### config.mk
export PLATFORM = sky130hd
export DESIGN_NAME = cache_axi_bridge_flat
export DESIGN_NICKNAME = d
export VERILOG_FILES = /design/src/rtl/cache_axi_pkg.sv /design/src/rtl/cache_axi_bridge_if.sv /design/src/rtl/cache_axi_rd_arb.sv /design/src/rtl/cache_axi_bridge.sv /design/src/flat_wrapper.sv
export SDC_FILE = /design/constraint.sdc
export NUM_CORES = 1
export LEC_CHECK = 0
export ABC_AREA = 1
export BUFFER_PORTS_ARGS = -buffer_cell sky130_fd_sc_hd__buf_2
export CAP_MARGIN = 40
export CORE_AREA = 2 2 190 192
export CTS_BUF_LIST = sky130_fd_sc_hd__clkbuf_8 sky130_fd_sc_hd__clkbuf_16
export DETAILED_ROUTE_END_ITERATION = 10
export DIE_AREA = 0 0 192 194
export GPL_ROUTABILITY_DRIVEN = 0
export GPL_TIMING_DRIVEN = 0
export PLACE_DENSITY = 0.59
export SKIP_LAST_GASP = 1
export SLEW_MARGIN = 40
export SYNTH_ARGS = -nofsm -noshare
export SYNTH_HDL_FRONTEND = slang
export SYNTH_SLANG_ARGS = --single-unit
### constraint.sdc
create_clock -name clk -period 8.4 [get_ports clk]
set_clock_uncertainty 0.1 [all_clocks]
set_input_delay 2.1 -clock clk [delete_from_list [all_inputs] [get_ports clk]]
set_output_delay 2.1 -clock clk [all_outputs]
set_load 0.01 [all_outputs]
### src/rtl/cache_axi_pkg.sv
// Shared definitions for the cache/AXI bridge: request-type encodings, fixed AXI
// attributes, the write FSM state type and the size/length mapping helpers.
package cache_axi_pkg;

   localparam logic [2:0] REQ_BYTE = 3'd0;
   localparam logic [2:0] REQ_HALF = 3'd1;
   localparam logic [2:0] REQ_WORD = 3'd2;
   localparam logic [2:0] REQ_LINE = 3'd4;

   localparam logic [1:0] AXI_BURST_INCR  = 2'b01;
   localparam logic [1:0] AXI_LOCK_NORMAL = 2'b00;
   localparam logic [3:0] WR_ID           = 4'hF;

   typedef enum logic [1:0] {
      WR_IDLE,
      WR_SEND,
      WR_RESP
   } wr_state_e;

   // A line request is a burst of full words; anything else is one beat of 2**type bytes.
   function automatic logic [2:0] axi_size(input logic [2:0] req_type);
      return (req_type == REQ_LINE) ? 3'd2 : req_type;
   endfunction

   function automatic logic [7:0] axi_len(input logic [2:0] req_type, input int line_words);
      return (req_type == REQ_LINE) ? 8'(line_words - 1) : 8'd0;
   endfunction

endpackage

### src/rtl/cache_axi_bridge_if.sv
// AXI3 bus between the cache bridge (master) and the SoC interconnect (slave).
interface cache_axi_bridge_if;

   logic [3:0]  arid;
   logic [31:0] araddr;
   logic [7:0]  arlen;
   logic [2:0]  arsize;
   logic [1:0]  arburst;
   logic [1:0]  arlock;
   logic [3:0]  arcache;
   logic [2:0]  arprot;
   logic        arvalid;
   logic        arready;

   logic [3:0]  rid;
   logic [31:0] rdata;
   logic [1:0]  rresp;
   logic        rlast;
   logic        rvalid;
   logic        rready;

   logic [3:0]  awid;
   logic [31:0] awaddr;
   logic [7:0]  awlen;
   logic [2:0]  awsize;
   logic [1:0]  awburst;
   logic [1:0]  awlock;
   logic [3:0]  awcache;
   logic [2:0]  awprot;
   logic        awvalid;
   logic        awready;

   logic [3:0]  wid;
   logic [31:0] wdata;
   logic [3:0]  wstrb;
   logic        wlast;
   logic        wvalid;
   logic        wready;

   logic [3:0]  bid;
   logic [1:0]  bresp;
   logic        bvalid;
   logic        bready;

   modport master (
      output arid, araddr, arlen, arsize, arburst, arlock, arcache, arprot, arvalid,
      input  arready,
      input  rid, rdata, rresp, rlast, rvalid,
      output rready,
      output awid, awaddr, awlen, awsize, awburst, awlock, awcache, awprot, awvalid,
      input  awready,
      output wid, wdata, wstrb, wlast, wvalid,
      input  wready,
      input  bid, bresp, bvalid,
      output bready
   );

   modport slave (
      input  arid, araddr, arlen, arsize, arburst, arlock, arcache, arprot, arvalid,
      output arready,
      output rid, rdata, rresp, rlast, rvalid,
      input  rready,
      input  awid, awaddr, awlen, awsize, awburst, awlock, awcache, awprot, awvalid,
      output awready,
      input  wid, wdata, wstrb, wlast, wvalid,
      output wready,
      output bid, bresp, bvalid,
      input  bready
   );

endinterface

### src/rtl/cache_axi_rd_arb.sv
// Fixed-priority read arbiter (port 0 highest) with read-after-write hazard blocking.
// CACHE_AXI_BRIDGE_RAW_CHECK_EN narrows blocking to reads that hit the line being written.
module cache_axi_rd_arb
   import cache_axi_pkg::*;
#(
   parameter int NUM_RD_PORTS = 2,
   parameter int LINE_WORDS   = 4
) (
   input  logic [NUM_RD_PORTS-1:0]    rd_req,
   input  logic [32*NUM_RD_PORTS-1:0] rd_addr,
   input  logic                       arvalid,
   input  wr_state_e                  wr_state,
   input  logic                       wr_req,
   input  logic [31:0]                wr_addr,
   input  logic [31:0]                buf_addr,
   output logic [NUM_RD_PORTS-1:0]    rd_rdy,
   output logic [1:0]                 grant
);

   localparam int OFF = $clog2(LINE_WORDS * 4);

   logic                    found;
   logic [NUM_RD_PORTS-1:0] blocked;

   // NOTE: every output of a combinational block gets a default first, so no path leaves it unassigned and infers a latch.
   always_comb begin
      grant = '0;
      found = 1'b0;
      for (int i = 0; i < NUM_RD_PORTS; i++) begin
         if (rd_req[i] && !found) begin
            grant = 2'(i);
            found = 1'b1;
         end
      end
   end

`ifdef CACHE_AXI_BRIDGE_RAW_CHECK_EN
   always_comb begin
      blocked = '0;
      for (int i = 0; i < NUM_RD_PORTS; i++) begin
         blocked[i] = ((wr_state != WR_IDLE) && (rd_addr[32*i+OFF +: 32-OFF] == buf_addr[31:OFF])) ||
                      ((wr_state == WR_IDLE) && wr_req && (rd_addr[32*i+OFF +: 32-OFF] == wr_addr[31:OFF]));
      end
   end
`else
   // The write always wins: any write in flight or being accepted stalls every read port.
   assign blocked = {NUM_RD_PORTS{(wr_state != WR_IDLE) || wr_req}};
`endif

   wire unused_addr_bits = ^{rd_addr, wr_addr, buf_addr};

   always_comb begin
      rd_rdy = '0;
      for (int i = 0; i < NUM_RD_PORTS; i++) begin
         rd_rdy[i] = !arvalid && found && (grant == 2'(i)) && !blocked[i];
      end
   end

endmodule

### src/rtl/cache_axi_bridge.sv
// Bridge from N cache read ports plus one write-back port to a single AXI3 master.
// Optional feature macro: CACHE_AXI_BRIDGE_RAW_CHECK_EN (line-granular read/write hazard check).
module cache_axi_bridge
   import cache_axi_pkg::*;
#(
   parameter int NUM_RD_PORTS = 2,
   parameter int LINE_WORDS   = 4
) (
   input  logic                       clk,
   input  logic                       reset,
   cache_axi_bridge_if.master         axi,
   input  logic [NUM_RD_PORTS-1:0]    rd_req,
   input  logic [3*NUM_RD_PORTS-1:0]  rd_type,
   input  logic [32*NUM_RD_PORTS-1:0] rd_addr,
   output logic [NUM_RD_PORTS-1:0]    rd_rdy,
   output logic [NUM_RD_PORTS-1:0]    ret_valid,
   output logic [NUM_RD_PORTS-1:0]    ret_last,
   output logic [31:0]                ret_data,
   input  logic                       wr_req,
   input  logic [2:0]                 wr_type,
   input  logic [31:0]                wr_addr,
   input  logic [3:0]                 wr_wstrb,
   input  logic [32*LINE_WORDS-1:0]   wr_data,
   output logic                       wr_rdy,
   output logic                       bus_err
);

   localparam int BEAT_W = (LINE_WORDS > 1) ? $clog2(LINE_WORDS) : 1;

   wr_state_e                state, next_state;
   logic [1:0]               grant;
   logic                     rd_accept, wr_accept, aw_hs, w_hs;
   logic                     wline;
   logic [BEAT_W-1:0]        beat;
   logic [32*LINE_WORDS-1:0] wbuf;

   cache_axi_rd_arb #(.NUM_RD_PORTS(NUM_RD_PORTS), .LINE_WORDS(LINE_WORDS)) u_rd_arb (
      .rd_req   (rd_req),
      .rd_addr  (rd_addr),
      .arvalid  (axi.arvalid),
      .wr_state (state),
      .wr_req   (wr_req),
      .wr_addr  (wr_addr),
      .buf_addr (axi.awaddr),
      .rd_rdy   (rd_rdy),
      .grant    (grant)
   );

   assign axi.arburst = AXI_BURST_INCR;
   assign axi.arlock  = AXI_LOCK_NORMAL;
   assign axi.arcache = 4'h0;
   assign axi.arprot  = 3'h0;
   assign axi.awburst = AXI_BURST_INCR;
   assign axi.awlock  = AXI_LOCK_NORMAL;
   assign axi.awcache = 4'h0;
   assign axi.awprot  = 3'h0;
   assign axi.awid    = WR_ID;
   assign axi.wid     = WR_ID;
   assign axi.rready  = 1'b1;

   assign rd_accept = |(rd_req & rd_rdy);

   // NOTE: sequential state uses non-blocking assignments so every register samples pre-edge values.
   always_ff @(posedge clk) begin
      if (reset) begin
         axi.arvalid <= 1'b0;
         axi.arid    <= '0;
         axi.araddr  <= '0;
         axi.arlen   <= '0;
         axi.arsize  <= '0;
      end else if (rd_accept) begin
         axi.arvalid <= 1'b1;
         axi.arid    <= {2'b00, grant};
         axi.araddr  <= rd_addr[32*grant +: 32];
         axi.arlen   <= axi_len(rd_type[3*grant +: 3], LINE_WORDS);
         axi.arsize  <= axi_size(rd_type[3*grant +: 3]);
      end else if (axi.arready) begin
         axi.arvalid <= 1'b0;
      end
   end

   assign ret_data = axi.rdata;

   always_comb begin
      ret_valid = '0;
      ret_last  = '0;
      for (int i = 0; i < NUM_RD_PORTS; i++) begin
         if (axi.rid == 4'(i)) begin
            ret_valid[i] = axi.rvalid;
            ret_last[i]  = axi.rvalid & axi.rlast;
         end
      end
   end

   assign wr_accept = (state == WR_IDLE) && wr_req;
   assign aw_hs     = axi.awvalid & axi.awready;
   assign w_hs      = axi.wvalid & axi.wready;
   assign axi.wlast = axi.wvalid & (!wline | (beat == BEAT_W'(LINE_WORDS - 1)));
   assign axi.wdata = wbuf[31:0];

   always_comb begin
      next_state = state;
      wr_rdy     = 1'b0;
      axi.bready = 1'b0;
      unique case (state)
         WR_IDLE: begin
            wr_rdy = 1'b1;
            if (wr_req) next_state = WR_SEND;
         end
         WR_SEND: begin
            if ((!axi.awvalid || aw_hs) && (!axi.wvalid || (w_hs && axi.wlast)))
               next_state = WR_RESP;
         end
         WR_RESP: begin
            axi.bready = 1'b1;
            if (axi.bvalid) next_state = WR_IDLE;
         end
         default: next_state = WR_IDLE;
      endcase
   end

   always_ff @(posedge clk) begin
      if (reset) begin
         state       <= WR_IDLE;
         axi.awvalid <= 1'b0;
         axi.wvalid  <= 1'b0;
         beat        <= '0;
      end else begin
         state <= next_state;
         if (wr_accept) begin
            axi.awvalid <= 1'b1;
            axi.wvalid  <= 1'b1;
            beat        <= '0;
         end else begin
            if (aw_hs) axi.awvalid <= 1'b0;
            if (w_hs) begin
               if (axi.wlast) axi.wvalid <= 1'b0;
               beat <= beat + 1'b1;
            end
         end
      end
   end

   // NOTE: the line buffer and write payload carry no reset; the valid flags alone decide whether they matter.
   always_ff @(posedge clk) begin
      if (wr_accept) begin
         wbuf       <= wr_data;
         wline      <= (wr_type == REQ_LINE);
         axi.awaddr <= wr_addr;
         axi.awlen  <= axi_len(wr_type, LINE_WORDS);
         axi.awsize <= axi_size(wr_type);
         axi.wstrb  <= (wr_type == REQ_LINE) ? 4'hF : wr_wstrb;
      end else if (w_hs) begin
         wbuf <= wbuf >> 32;
      end
   end

   always_ff @(posedge clk) begin
      if (reset) bus_err <= 1'b0;
      else       bus_err <= (axi.rvalid & axi.rresp[1]) | (axi.bvalid & axi.bready & axi.bresp[1]);
   end

   wire unused_resp_bits = ^{axi.rresp[0], axi.bresp[0], axi.bid};

endmodule
### src/flat_wrapper.sv
// flat-port wrapper written by rule: the top's interface ports become plain ports
module cache_axi_bridge_flat import cache_axi_pkg::*;
#(
   parameter int NUM_RD_PORTS = 2,
   parameter int LINE_WORDS   = 4
)
  (clk, reset, rd_req, rd_type, rd_addr, rd_rdy, ret_valid, ret_last, ret_data, wr_req, wr_type, wr_addr, wr_wstrb, wr_data, wr_rdy, bus_err, axi_arid, axi_araddr, axi_arlen, axi_arsize, axi_arburst, axi_arlock, axi_arcache, axi_arprot, axi_arvalid, axi_arready, axi_rid, axi_rdata, axi_rresp, axi_rlast, axi_rvalid, axi_rready, axi_awid, axi_awaddr, axi_awlen, axi_awsize, axi_awburst, axi_awlock, axi_awcache, axi_awprot, axi_awvalid, axi_awready, axi_wid, axi_wdata, axi_wstrb, axi_wlast, axi_wvalid, axi_wready, axi_bid, axi_bresp, axi_bvalid, axi_bready);
  cache_axi_bridge_if axi_i ();
  input  logic clk;
  input  logic reset;
  input  logic [NUM_RD_PORTS-1:0] rd_req;
  input  logic [3*NUM_RD_PORTS-1:0] rd_type;
  input  logic [32*NUM_RD_PORTS-1:0] rd_addr;
  output logic [NUM_RD_PORTS-1:0] rd_rdy;
  output logic [NUM_RD_PORTS-1:0] ret_valid;
  output logic [NUM_RD_PORTS-1:0] ret_last;
  output logic [31:0] ret_data;
  input  logic wr_req;
  input  logic [2:0] wr_type;
  input  logic [31:0] wr_addr;
  input  logic [3:0] wr_wstrb;
  input  logic [32*LINE_WORDS-1:0] wr_data;
  output logic wr_rdy;
  output logic bus_err;
  output wire logic [$bits(axi_i.arid)-1:0] axi_arid;
  output wire logic [$bits(axi_i.araddr)-1:0] axi_araddr;
  output wire logic [$bits(axi_i.arlen)-1:0] axi_arlen;
  output wire logic [$bits(axi_i.arsize)-1:0] axi_arsize;
  output wire logic [$bits(axi_i.arburst)-1:0] axi_arburst;
  output wire logic [$bits(axi_i.arlock)-1:0] axi_arlock;
  output wire logic [$bits(axi_i.arcache)-1:0] axi_arcache;
  output wire logic [$bits(axi_i.arprot)-1:0] axi_arprot;
  output wire logic [$bits(axi_i.arvalid)-1:0] axi_arvalid;
  input wire logic [$bits(axi_i.arready)-1:0] axi_arready;
  input wire logic [$bits(axi_i.rid)-1:0] axi_rid;
  input wire logic [$bits(axi_i.rdata)-1:0] axi_rdata;
  input wire logic [$bits(axi_i.rresp)-1:0] axi_rresp;
  input wire logic [$bits(axi_i.rlast)-1:0] axi_rlast;
  input wire logic [$bits(axi_i.rvalid)-1:0] axi_rvalid;
  output wire logic [$bits(axi_i.rready)-1:0] axi_rready;
  output wire logic [$bits(axi_i.awid)-1:0] axi_awid;
  output wire logic [$bits(axi_i.awaddr)-1:0] axi_awaddr;
  output wire logic [$bits(axi_i.awlen)-1:0] axi_awlen;
  output wire logic [$bits(axi_i.awsize)-1:0] axi_awsize;
  output wire logic [$bits(axi_i.awburst)-1:0] axi_awburst;
  output wire logic [$bits(axi_i.awlock)-1:0] axi_awlock;
  output wire logic [$bits(axi_i.awcache)-1:0] axi_awcache;
  output wire logic [$bits(axi_i.awprot)-1:0] axi_awprot;
  output wire logic [$bits(axi_i.awvalid)-1:0] axi_awvalid;
  input wire logic [$bits(axi_i.awready)-1:0] axi_awready;
  output wire logic [$bits(axi_i.wid)-1:0] axi_wid;
  output wire logic [$bits(axi_i.wdata)-1:0] axi_wdata;
  output wire logic [$bits(axi_i.wstrb)-1:0] axi_wstrb;
  output wire logic [$bits(axi_i.wlast)-1:0] axi_wlast;
  output wire logic [$bits(axi_i.wvalid)-1:0] axi_wvalid;
  input wire logic [$bits(axi_i.wready)-1:0] axi_wready;
  input wire logic [$bits(axi_i.bid)-1:0] axi_bid;
  input wire logic [$bits(axi_i.bresp)-1:0] axi_bresp;
  input wire logic [$bits(axi_i.bvalid)-1:0] axi_bvalid;
  output wire logic [$bits(axi_i.bready)-1:0] axi_bready;
  assign axi_arid = axi_i.arid;
  assign axi_araddr = axi_i.araddr;
  assign axi_arlen = axi_i.arlen;
  assign axi_arsize = axi_i.arsize;
  assign axi_arburst = axi_i.arburst;
  assign axi_arlock = axi_i.arlock;
  assign axi_arcache = axi_i.arcache;
  assign axi_arprot = axi_i.arprot;
  assign axi_arvalid = axi_i.arvalid;
  assign axi_i.arready = axi_arready;
  assign axi_i.rid = axi_rid;
  assign axi_i.rdata = axi_rdata;
  assign axi_i.rresp = axi_rresp;
  assign axi_i.rlast = axi_rlast;
  assign axi_i.rvalid = axi_rvalid;
  assign axi_rready = axi_i.rready;
  assign axi_awid = axi_i.awid;
  assign axi_awaddr = axi_i.awaddr;
  assign axi_awlen = axi_i.awlen;
  assign axi_awsize = axi_i.awsize;
  assign axi_awburst = axi_i.awburst;
  assign axi_awlock = axi_i.awlock;
  assign axi_awcache = axi_i.awcache;
  assign axi_awprot = axi_i.awprot;
  assign axi_awvalid = axi_i.awvalid;
  assign axi_i.awready = axi_awready;
  assign axi_wid = axi_i.wid;
  assign axi_wdata = axi_i.wdata;
  assign axi_wstrb = axi_i.wstrb;
  assign axi_wlast = axi_i.wlast;
  assign axi_wvalid = axi_i.wvalid;
  assign axi_i.wready = axi_wready;
  assign axi_i.bid = axi_bid;
  assign axi_i.bresp = axi_bresp;
  assign axi_i.bvalid = axi_bvalid;
  assign axi_bready = axi_i.bready;
  cache_axi_bridge #(.NUM_RD_PORTS(NUM_RD_PORTS), .LINE_WORDS(LINE_WORDS)) u_core (.clk(clk), .reset(reset), .axi(axi_i), .rd_req(rd_req), .rd_type(rd_type), .rd_addr(rd_addr), .rd_rdy(rd_rdy), .ret_valid(ret_valid), .ret_last(ret_last), .ret_data(ret_data), .wr_req(wr_req), .wr_type(wr_type), .wr_addr(wr_addr), .wr_wstrb(wr_wstrb), .wr_data(wr_data), .wr_rdy(wr_rdy), .bus_err(bus_err));
endmodule
==> metrics.md, run 1 <==
| Metric | Value |
|---|---|
| Top post-synthesis cells by area | `edfxtp_1 53%, nand2_1 16%, buf_4 9.4%` |
| Clk buf depth | `3` |
| Layout Cells excl Fill | `1980` |
| Worst endpoint data arrival time | `3010 ps` |
| Setup Fix Bufs, Post-CTS | `0` |
| CTS Sinks | `213` |
| Cell area after layout | `13200 sq um` |
| Clk pwr share | `35.6%` |
| Largest net degree at the start of global routing | `50` |
| Post-CTS Resized | `0` |
| Worst hold endpoint | `u_core.axi.araddr[11]` |
| Slowest-stage cell, CP | `nor2_1` |
| Final Hold Slack | `376 ps` |
| Max incr delay on CP | `340 ps` |
| Core ar. | `35200 sq um` |
| CP max FO | `3` |
| GRT Overall Usage | `15.2%` |
| Cell Pwr Density | `216 nW/um^2` |
| TNS Setup | `0 ps` |
| Avg Inst Size Synth | `9.45 sq um` |
| Remaining antenna violation count after routing | `0` |
| Via/cell ratio | `3.98` |
| Drt drc | `0` |
| Yosys top cell area share | `52.7%` |
| Yosys warnings | `0` |
| Total gr overflow | `0` |
| Pwr Total | `2.85 mW` |
| RSZ-0062 raised after global routing | `no` |
| HP Class | `reg2reg` |
| Fill count | `3679` |
| Final setup vio count | `0` |
| Mapped Cells | `1013` |
| H-tree levels | `1` |
| Flop and latch count out of synthesis | `213` |
| CTS root buffer | `clkbuf_16` |
| TritonCTS Buffers | `25` |
| Worst setup EP type | `primary output` |
| F_max | `192 MHz` |
| Slew @ Worst Pin | `607 ps` |
| First-pass GRT wire length | `43.2 mm` |
| Worst setup SP type | `input port` |
| DRT iter0 DRCs | `376` |
| Worst-skew pair later-pin latency | `520 ps` |
| Die Area | `37200 sq um` |
| Reg clk slew, reported paths | `60 ps` |
| WL final | `29.4 mm` |
| Crit-path cells | `buf_2 > nor2_1 > nand3_1 > inv_1 > buf_2` |
| Slew Limit Fails | `0` |
| Worst Setup Path Type | `in2out` |
| Initial antenna violation count | `4` |
| Critical R2R Launch | `u_core.state[1]` |
| TritonCTS clock tree | `yes` |
| Boundary pin count | `494` |
| Share of cells above drive strength 1 | `40.0%` |
| Vias in the first global route | `7592` |
| Max Cap Viol | `0` |
| Status | `completed` |
| Post-synthesis sequential area ratio | `62.1%` |
| Post-Syn Area | `9570 sq um` |
| Placed inst area | `12400 sq um` |
| Commonest cells after routing, fill and taps aside | `431 x buf_2, 409 x nand2_1, 168 x edfxtp_1, 121 x buf_4, 104 x nor2_1` |
| Area Growth Syn to Fin | `38.0%` |
| Mean routed wirelength per cell | `14.8 um` |
| Site Rows | `69` |
| Dominant cell type by area after synthesis | `edfxtp_1` |
| Commonest non-fill, non-tap cell in the layout | `buf_2` |
| Comb power frac | `17.6%` |
| R2R setup slack | `5810 ps` |
| TritonRoute pass-1 iters | `7` |
| Final Hold Viols | `0` |
| CP Data Required Time | `6200 ps` |
| Slew HR | `59.6%` |
| Port Buf Inserts | `409` |
| Die Ht | `194 um` |
| Peak supply drop | `0.152 mV` |
| R2R cell count | `7` |
| Sequential Power Share | `46.8%` |
| Hpwl dp | `23.5 mm` |
| Min-delay src | `u_core.axi.araddr[11]` |
| Reg-to-reg endpoint | `u_core.wbuf[8]` |
| Routed vias | `7879` |
| Leak | `6.73 nW` |
| Cts hold-fix bufs | `0` |
| Placed cell count | `1930` |
| Min-Delay Path Depth | `2` |
| Post-route minimum period | `5210 ps` |
| Cell variety after synth | `24` |
| Layout Nets | `1789` |
| Die width | `192 um` |
| Internal | `2.09 mW` |
| Period utilization | `62.1%` |
| Most used cell, CP | `buf_2` |
| Switching part of the total power | `26.6%` |
| Initial Util | `27.2%` |
| Psw | `0.760 mW` |
[flip-flops by register name (all words and copies together), names as in the netlist]
| register | count |
|---|---|
| u_core.wbuf | 128 |
| u_core.axi.araddr | 32 |
| u_core.axi.awaddr | 32 |
| u_core.axi.wstrb | 4 |
| u_core.axi.arsize | 3 |
| u_core.axi.awsize | 3 |
| u_core.beat | 2 |
| u_core.state | 2 |
| u_core.axi.arid | 1 |
| u_core.axi.arlen | 1 |
| u_core.axi.arvalid | 1 |
| u_core.axi.awlen | 1 |
| u_core.axi.awvalid | 1 |
| u_core.axi.wvalid | 1 |
| u_core.bus_err | 1 |
[area by class of cell]
| class | instances | area (sq um) | area share [%] |
|---|---|---|---|
| diodes | 5 | 12.5 | 0.0947 |
| repair buffers | 412 | 2110 | 15.9 |
| plain buffers | 155 | 1060 | 8.05 |
| well taps | 461 | 577 | 4.37 |
| multi-input cells | 635 | 2540 | 19.2 |
| inverters | 54 | 203 | 1.53 |
| clock inverters | 18 | 114 | 0.862 |
| clock buffers | 27 | 653 | 4.94 |
| flip-flops and latches | 213 | 5950 | 45.0 |
[critical path: cells and delay by family]
kind,cells,cell delay [ps]
and+or+nand+nor,2,560
buffers and inverters,3,350
[how the worst max path moves through the flow]
stage | start | end | slack, ps | cells past startpoint
floorplan | wr_req | u_core.wbuf[0] | 2530 | 4
global placement | wr_req | u_core.wbuf[14] | 580 | 5
detailed placement | wr_req | rd_rdy[0] | 3190 | 5
CTS | wr_req | rd_rdy[0] | 3190 | 5
global route | wr_req | rd_rdy[0] | 3120 | 5
finish | wr_req | rd_rdy[0] | 3190 | 5
[routing by layer]
layer  part of all wire, %  global-route usage (%)  routed length, um  up-vias
li1                      -                       -                  -     4028
met1                    45                    20.7              13400     3545
met2                    46                    24.6              13600      258
met3                   5.8                    2.71               1700       48
met4                   2.4                    4.50                704        0
met5                     0                       0                  0        -
[synth_stat cells (all sizes together)]
cell type	instances
a211oi	1
a21oi	11
buf	143
clkbuf	12
conb	2
dfxtp	45
edfxtp	168
ha	1
inv	54
nand2	412
nand3	5
nor2	106
nor3	4
nor4	2
o211ai	1
o21ai	39
or2	6
xor2	1
[metrics by stage]
| step | setup slack [ps] | utilization [%] |
|---|---|---|
| global placement | 581 | 35.1 |
| global route | 3120 | 37.5 |
| CTS | 3190 | 37.5 |
| detailed placement | 3190 | 35.3 |
| finish | 3190 | 37.5 |
| floorplan | 2530 | - |
[cell families (layout without fill, tap and decap cells)]
group / Yosys count / count (layout) / synth area share, %
and+or+nand+nor: 535 / 535 / 21.6
DFF: 213 / 213 / 62.1
buffers and inverters: 209 / 666 / 13.2
AOI/OAI and AO/OA: 52 / 52 / 2.82
other: 2 / 51 / 0.0785
adders and majority gates: 1 / 1 / 0.131
xor gates and xnor gates: 1 / 1 / 0.0915
[power by group through the flow]
stage	logic [mW]	registers [mW]	clock network [mW]
after global routing	0.565	1.35	1.09
after detailed placement	0.511	1.36	0
final	0.503	1.33	1.02
after global placement	0.495	1.37	0
after floorplan	0.272	1.37	0
after CTS	0.512	1.33	1.05
Note: power is estimated with default switching activity, not from simulation.
==> inputs of run 2 (changes only) <==
--- a/config.mk
+++ b/config.mk
@@ -14,7 +14,7 @@
 export DIE_AREA = 0 0 192 194
 export GPL_ROUTABILITY_DRIVEN = 0
 export GPL_TIMING_DRIVEN = 0
-export PLACE_DENSITY = 0.59
+export PLACE_DENSITY = 0.61
 export SKIP_LAST_GASP = 1
 export SLEW_MARGIN = 40
 export SYNTH_ARGS = -nofsm -noshare
==> constraint.sdc (replaced) <==
create_clock -name clk -period 4.2 [get_ports clk]
set_clock_uncertainty 0.1 [all_clocks]
set_input_delay 1.05 -clock clk [delete_from_list [all_inputs] [get_ports clk]]
set_output_delay 1.05 -clock clk [all_outputs]
set_load 0.01 [all_outputs]
==> run 2 against run 1 <==
Via count up 0.41%. Sequential share of layout area is essentially flat. Non-clock buffer count shrank 2. Flip-flop and latch count is the same. First-iteration DRC count is 21% lower. Combinational power increased by 98%. Critical path type unchanged. Largest cell class unchanged.
==> metrics.md, run 2 (synthesis results as in run 1) <==
| Metric | Value |
|---|---|
| Via/cell ratio | `4.00 (+0.56%)` |
| Post-route minimum period | `2980 ps` |
| Vias in the first global route | `7793 (+2.6%)` |
| Worst endpoint data arrival time | `1830 ps (-1180 ps)` |
| Period utilization | `70.9%` |
| Placed inst area | `12400 sq um (-0.19%)` |
| Critical R2R Launch | `u_core.state[1]` |
| Share of cells above drive strength 1 | `39.9% (about the same)` |
| Initial Util | `27.2% (unchanged)` |
| DRT iter0 DRCs | `296 (-21%)` |
| Routed vias | `7911 (+0.41%)` |
| First-pass GRT wire length | `42.5 mm (-1.7%)` |
| Regs by FF count | `u_core.wbuf x128, u_core.axi.araddr x32, u_core.axi.awaddr x32` |
| Worst setup slack after layout | `1220 ps (-1960 ps)` |
| HP Class | `reg2reg` |
| DP Worst Slack | `923 ps (-2270 ps)` |
| TritonRoute pass-1 iters | `5 (-2)` |
| Status | `completed` |
| Worst setup SP type | `input port` |
| Reg-to-reg endpoint | `u_core.wbuf[18]` |
| Cell Pwr Density | `435 nW/um^2 (+100%)` |
| R2R cell count | `6 (-1)` |
| Commonest non-fill, non-tap cell in the layout | `buf_2` |
| Max Cap Viol | `0 (unchanged)` |
| Post-CTS Resized | `0 (unchanged)` |
| Slew @ Worst Pin | `603 ps (-4.03 ps)` |
| Drt drc | `0 (unchanged)` |
| Clk buf depth | `3 (unchanged)` |
| Die Area | `37200 sq um (unchanged)` |
| Worst setup EP type | `primary output` |
| Boundary pin count | `494 (unchanged)` |
| Slowest-stage cell, CP | `nor2_1` |
| Total gr overflow | `0 (unchanged)` |
| Worst Setup Path Type | `in2out` |
| Crit-path cells | `buf_2 > nor2_1 > nand3_1 > inv_1 > buf_2` |
| Most used cell, CP | `buf_2` |
| Leak | `6.73 nW (about the same)` |
| Remaining antenna violation count after routing | `0 (unchanged)` |
| R2R setup slack | `1570 ps (-4240 ps)` |
| Final setup vio count | `0 (unchanged)` |
| TNS Setup | `0 ps (unchanged)` |
| Min-delay src | `u_core.axi.arid[0]` |
| Site Rows | `69 (unchanged)` |
| WL final | `28.9 mm (-1.7%)` |
| Reg clk slew, reported paths | `50 ps (about the same)` |
| CP Data Required Time | `3050 ps (-3150 ps)` |
| Min-Delay Path Depth | `2 (unchanged)` |
| Final Hold Slack | `371 ps (-4.87 ps)` |
| Slew Limit Fails | `0 (unchanged)` |
| Slew HR | `59.8% (+0.27 points)` |
| Largest net degree at the start of global routing | `72 (+44%)` |
| CTS root buffer | `clkbuf_16` |
| Layout Cells excl Fill | `1977 (-0.15%)` |
| Mean routed wirelength per cell | `14.6 um (-1.5%)` |
| Port Buf Inserts | `409 (unchanged)` |
| Layout Nets | `1787 (-0.11%)` |
| Final Hold Viols | `0 (unchanged)` |
| Placed cell count | `1928 (-0.10%)` |
| Cts hold-fix bufs | `0 (unchanged)` |
| Worst hold endpoint | `u_core.axi.arid[0]` |
| TritonCTS Buffers | `25 (unchanged)` |
| Reg with most FFs | `u_core.wbuf` |
| Max incr delay on CP | `230 ps (-110 ps)` |
| Initial antenna violation count | `3 (-1)` |
| Peak supply drop | `0.320 mV (+110%)` |
| TritonCTS clock tree | `yes` |
| Die width | `192 um (unchanged)` |
| Area Growth Syn to Fin | `38.0% (about the same)` |
| CP max FO | `3 (unchanged)` |
| RSZ-0062 raised after global routing | `no` |
| Worst-skew pair later-pin latency | `540 ps (+20 ps)` |
| Commonest cells after routing, fill and taps aside | `431 x buf_2, 409 x nand2_1, 168 x edfxtp_1, 121 x buf_4, 104 x nor2_1` |
| Cell area after layout | `13200 sq um (about the same)` |
| Die Ht | `194 um (unchanged)` |
| Core ar. | `35200 sq um (unchanged)` |
| GRT Overall Usage | `15.0% (-0.22 points)` |
| H-tree levels | `1 (unchanged)` |
| CTS Sinks | `213 (unchanged)` |
| Max reg flops | `128 (unchanged)` |
| F_max | `336 MHz` |
| Hpwl dp | `23.2 mm (-1.5%)` |
| Setup Fix Bufs, Post-CTS | `0 (unchanged)` |
run 2: cell types whose count changed in the layout (fill, tap and decap cells not counted), sizes merged:
| cell | before | now |
|---|---|---|
| clkbuf | 39 | 37 |
| inv | 60 | 62 |
| buf | 555 | 553 |
| diode | 5 | 3 |
| bufinv | 1 | 2 |
run 2: report_power, final:
part / total [mW] / switching, mW / leakage (nW) / internal (mW)
Combinational: 0.998 / 0.582 / 4.30 / 0.416
Sequential: 2.67 / 0.0789 / 2.02 / 2.59
Clock: 2.08 / 0.874 / 0.410 / 1.21
Total: 5.75 / 1.53 / 6.73 / 4.21
run 2: routing by layer:
metal | share of wire (%) | track usage [%] | routed length [um] | up-vias
li1 | - | - | - | 4026
met1 | 43 | 18.9 | 12300 | 3561
met2 | 47 | 24.8 | 13700 | 270
met3 | 6.8 | 3.66 | 1950 | 54
met4 | 3.4 | 5.43 | 975 | 0
met5 | 0 | 0 | 0 | -
run 2: how the worst max path moves through the flow:
stage | slack [ps] | endpoint | from | cells after the start
floorplan | 660 | u_core.wbuf[0] | wr_req | 4
global placement | -700 | u_core.wbuf[16] | wr_req | 5
detailed placement | 920 | u_core.wbuf[18] | wr_req | 6
CTS | 1240 | ret_valid[1] | axi_rid[3] | 4
global route | 1160 | ret_last[1] | axi_rid[3] | 4
finish | 1220 | rd_rdy[0] | wr_req | 5
run 2: area by class of cell:
| class | instances | area, sq um |
|---|---|---|
| clock buffers | 25 | 626 |
| plain buffers | 155 | 1060 |
| diodes | 3 | 7.51 |
| fillers | 3710 | 22000 |
| repair buffers | 410 | 2070 |
| well taps | 461 | 577 |
| flip-flops and latches | 213 | 5950 |
| inverters | 54 | 203 |
| clock inverters | 21 | 165 |
| multi-input cells | 635 | 2540 |
run 2: per-stage QoR:
stage	utilization [%]	power (mW)
4_1_cts	37.5	5.84
6_report	37.5	5.75
3_3_place_gp	35.1	3.71
5_1_grt	37.5	6.05
3_5_place_dp	35.2	3.73
2_1_floorplan	-	3.28
run 2: worst max-delay path, delay by kind of cell:
kind                   cells  cell delay (ps)
and+or+nand+nor            2              420
buffers and inverters      3              340
==> inputs of run 3 (changes only) <==
--- a/config.mk
+++ b/config.mk
@@ -14,7 +14,7 @@
 export DIE_AREA = 0 0 192 194
 export GPL_ROUTABILITY_DRIVEN = 0
 export GPL_TIMING_DRIVEN = 0
-export PLACE_DENSITY = 0.61
+export PLACE_DENSITY = 0.59
 export SKIP_LAST_GASP = 1
 export SLEW_MARGIN = 40
 export SYNTH_ARGS = -nofsm -noshare
==> constraint.sdc (replaced) <==
create_clock -name clk -period 2.8 [get_ports clk]
set_clock_uncertainty 0.1 [all_clocks]
set_input_delay 0.7 -clock clk [delete_from_list [all_inputs] [get_ports clk]]
set_output_delay 0.7 -clock clk [all_outputs]
set_load 0.01 [all_outputs]
==> run 3 against run 2 <==
Cell count increased by 0.10%. Worst hold slack worse by 120 ps. First-iteration DRC count increased by 30%. Largest power group unchanged. Global-route usage is 0.25 points lower. Non-clock buffer count up 1. Worst setup slack worse by 1100 ps. Critical path type is now reg2out. Largest cell class unchanged. Combinational power increased by 51%. Sequential power grew 49%. Critical path depth decreased by 1.
==> metrics.md, run 3 (synthesis results as in run 1) <==
| Metric | Value |
|---|---|
| Initial antenna violation count | `7 (+4)` |
| Reg with most FFs | `u_core.wbuf` |
| Area Growth Syn to Fin | `39.2%` |
| Site Rows | `69 (unchanged)` |
| Port Buf Inserts | `409 (unchanged)` |
| RSZ-0062 raised after global routing | `no` |
| Worst Setup Path Type | `reg2out` |
| Commonest cells after routing, fill and taps aside | `431 x buf_2, 409 x nand2_1, 168 x edfxtp_1, 121 x buf_4, 104 x nor2_1` |
| Layout Nets | `1789 (+0.11%)` |
| Hpwl dp | `23.0 mm (-0.71%)` |
| DP Worst Slack | `1.63 ps (-921 ps)` |
| TNS Setup | `0 ps (unchanged)` |
| Remaining antenna violation count after routing | `0 (unchanged)` |
| Slew HR | `56.5% (-3.3 points)` |
| Largest net degree at the start of global routing | `66 (-8.3%)` |
| Worst setup EP type | `primary output` |
| Drt drc | `0 (unchanged)` |
| Final setup vio count | `0 (unchanged)` |
| Post-CTS Resized | `0 (unchanged)` |
| Setup crit end | `rd_rdy[0]` |
| Leak | `6.78 nW (+0.70%)` |
| HP Class | `in2reg` |
| Max Cap Viol | `0 (unchanged)` |
| Cts hold-fix bufs | `0 (unchanged)` |
| CP Data Required Time | `2000 ps (-1050 ps)` |
| Reg-to-reg endpoint | `u_core.wbuf[9]` |
| Slew Limit Fails | `0 (unchanged)` |
| Commonest non-fill, non-tap cell in the layout | `buf_2` |
| Critical R2R Launch | `u_core.state[1]` |
| TritonRoute pass-1 iters | `5 (unchanged)` |
| Regs by FF count | `u_core.wbuf x128, u_core.axi.araddr x32, u_core.axi.awaddr x32` |
| WL final | `28.7 mm (-0.72%)` |
| Initial Util | `27.2% (unchanged)` |
| CTS root buffer | `clkbuf_16` |
| Cell Pwr Density | `670 nW/um^2 (+54%)` |
| Final Hold Slack | `248 ps (-123 ps)` |
| Worst setup slack after layout | `151 ps (-1070 ps)` |
| Vias in the first global route | `7495 (-3.8%)` |
| Die Area | `37200 sq um (unchanged)` |
| R2R setup slack | `280 ps (-1290 ps)` |
| TritonCTS clock tree | `yes` |
| Die width | `192 um (unchanged)` |
| Reg clk slew, reported paths | `60 ps (about the same)` |
| H-tree levels | `1 (unchanged)` |
| Worst setup SP type | `register` |
| First-pass GRT wire length | `41.8 mm (-1.6%)` |
| Clk buf depth | `3 (unchanged)` |
| Mean routed wirelength per cell | `14.5 um (-0.82%)` |
| Setup Fix Bufs, Post-CTS | `0 (unchanged)` |
| CP max FO | `3 (unchanged)` |
| Share of cells above drive strength 1 | `40.1% (+0.17 points)` |
| R2R cell count | `7 (+1)` |
| Core ar. | `35200 sq um (unchanged)` |
| Slew @ Worst Pin | `653 ps (+49.9 ps)` |
| F_max | `378 MHz` |
| Post-route minimum period | `2650 ps` |
| Worst-skew pair later-pin latency | `530 ps (about the same)` |
| TritonCTS Buffers | `26 (+4.0%)` |
| Via/cell ratio | `3.99 (-0.33%)` |
| Period utilization | `94.6%` |
| Peak supply drop | `0.528 mV (+65%)` |
| Final Hold Viols | `0 (unchanged)` |
| Boundary pin count | `494 (unchanged)` |
| Die Ht | `194 um (unchanged)` |
| DRT iter0 DRCs | `385 (+30%)` |
| Total gr overflow | `0 (unchanged)` |
| Worst endpoint data arrival time | `1850 ps (+20 ps)` |
| Status | `completed` |
| Routed vias | `7893 (-0.23%)` |
| Max reg flops | `128 (unchanged)` |
| GRT Overall Usage | `14.7% (-0.25 points)` |
| Crit path from | `u_core.axi.arvalid` |
| CTS Sinks | `213 (unchanged)` |
## run 3: changes by cell type in the layout (fill, tap and decap cells not counted), sizes merged
| cell | delta |
|---|---|
| diode | +1 |
| buf | +1 |
| clkbuf | +2 |
| clkinv | -3 |
| bufinv | +2 |
| inv | -1 |
## run 3: critical path, cell delays in order, from the launching register on
cell and delay [ps]:
dfxtp_1 330, nor2_1 380, nand3_1 370, inv_1 110, buf_2 130
## run 3: final cells by class
type	instances	area (sq um)
Tap cell	461	577
Fill cell	3632	21900
Multi-Input combinational cell	635	2540
Clock inverter	19	203
Inverter	54	203
Buffer	155	1060
Timing Repair Buffer	411	2100
Sequential cell	213	5950
Antenna cell	4	10.0
Clock buffer	27	676
## run 3: power breakdown
part	leakage (nW)	total (mW)	switching [mW]	internal, mW
logic	4.31	1.51	0.879	0.634
registers	2.02	3.99	0.112	3.88
clock network	0.444	3.42	1.31	2.11
## run 3: metal layers
metal,GRT usage [%],wire (um),up-vias,part of all wire [%]
li1,-,-,4028,-
met1,18.7,12200,3508,43
met4,5.91,820,2,2.9
met5,0,13,-,0.045
met3,3.53,2130,55,7.4
met2,24.0,13500,300,47
## run 3: worst min-delay path by stage
stage,start,end,slack [ps],cells past startpoint
after detailed placement,u_core.axi.arid[0],u_core.axi.arid[0],360,2
final,wr_addr[27],u_core.axi.awaddr[27],250,1
after CTS,wr_addr[9],u_core.axi.awaddr[9],210,1
after global routing,wr_addr[10],u_core.axi.awaddr[10],220,1
after floorplan,u_core.beat[1],u_core.beat[1],350,2
after global placement,u_core.axi.arid[0],u_core.axi.arid[0],350,2
## run 3: metrics by stage
stage                     power, mW  util (%)  area (sq um)  cells
after floorplan                4.91         -          9750   1057
after global placement         5.55      35.1         12400   1927
after detailed placement       5.59      35.3         12400   1929
after CTS                      9.06      37.8         13300   1975
after global routing           9.38      37.8         13300   1979
final                          8.93      37.8         13300   1979
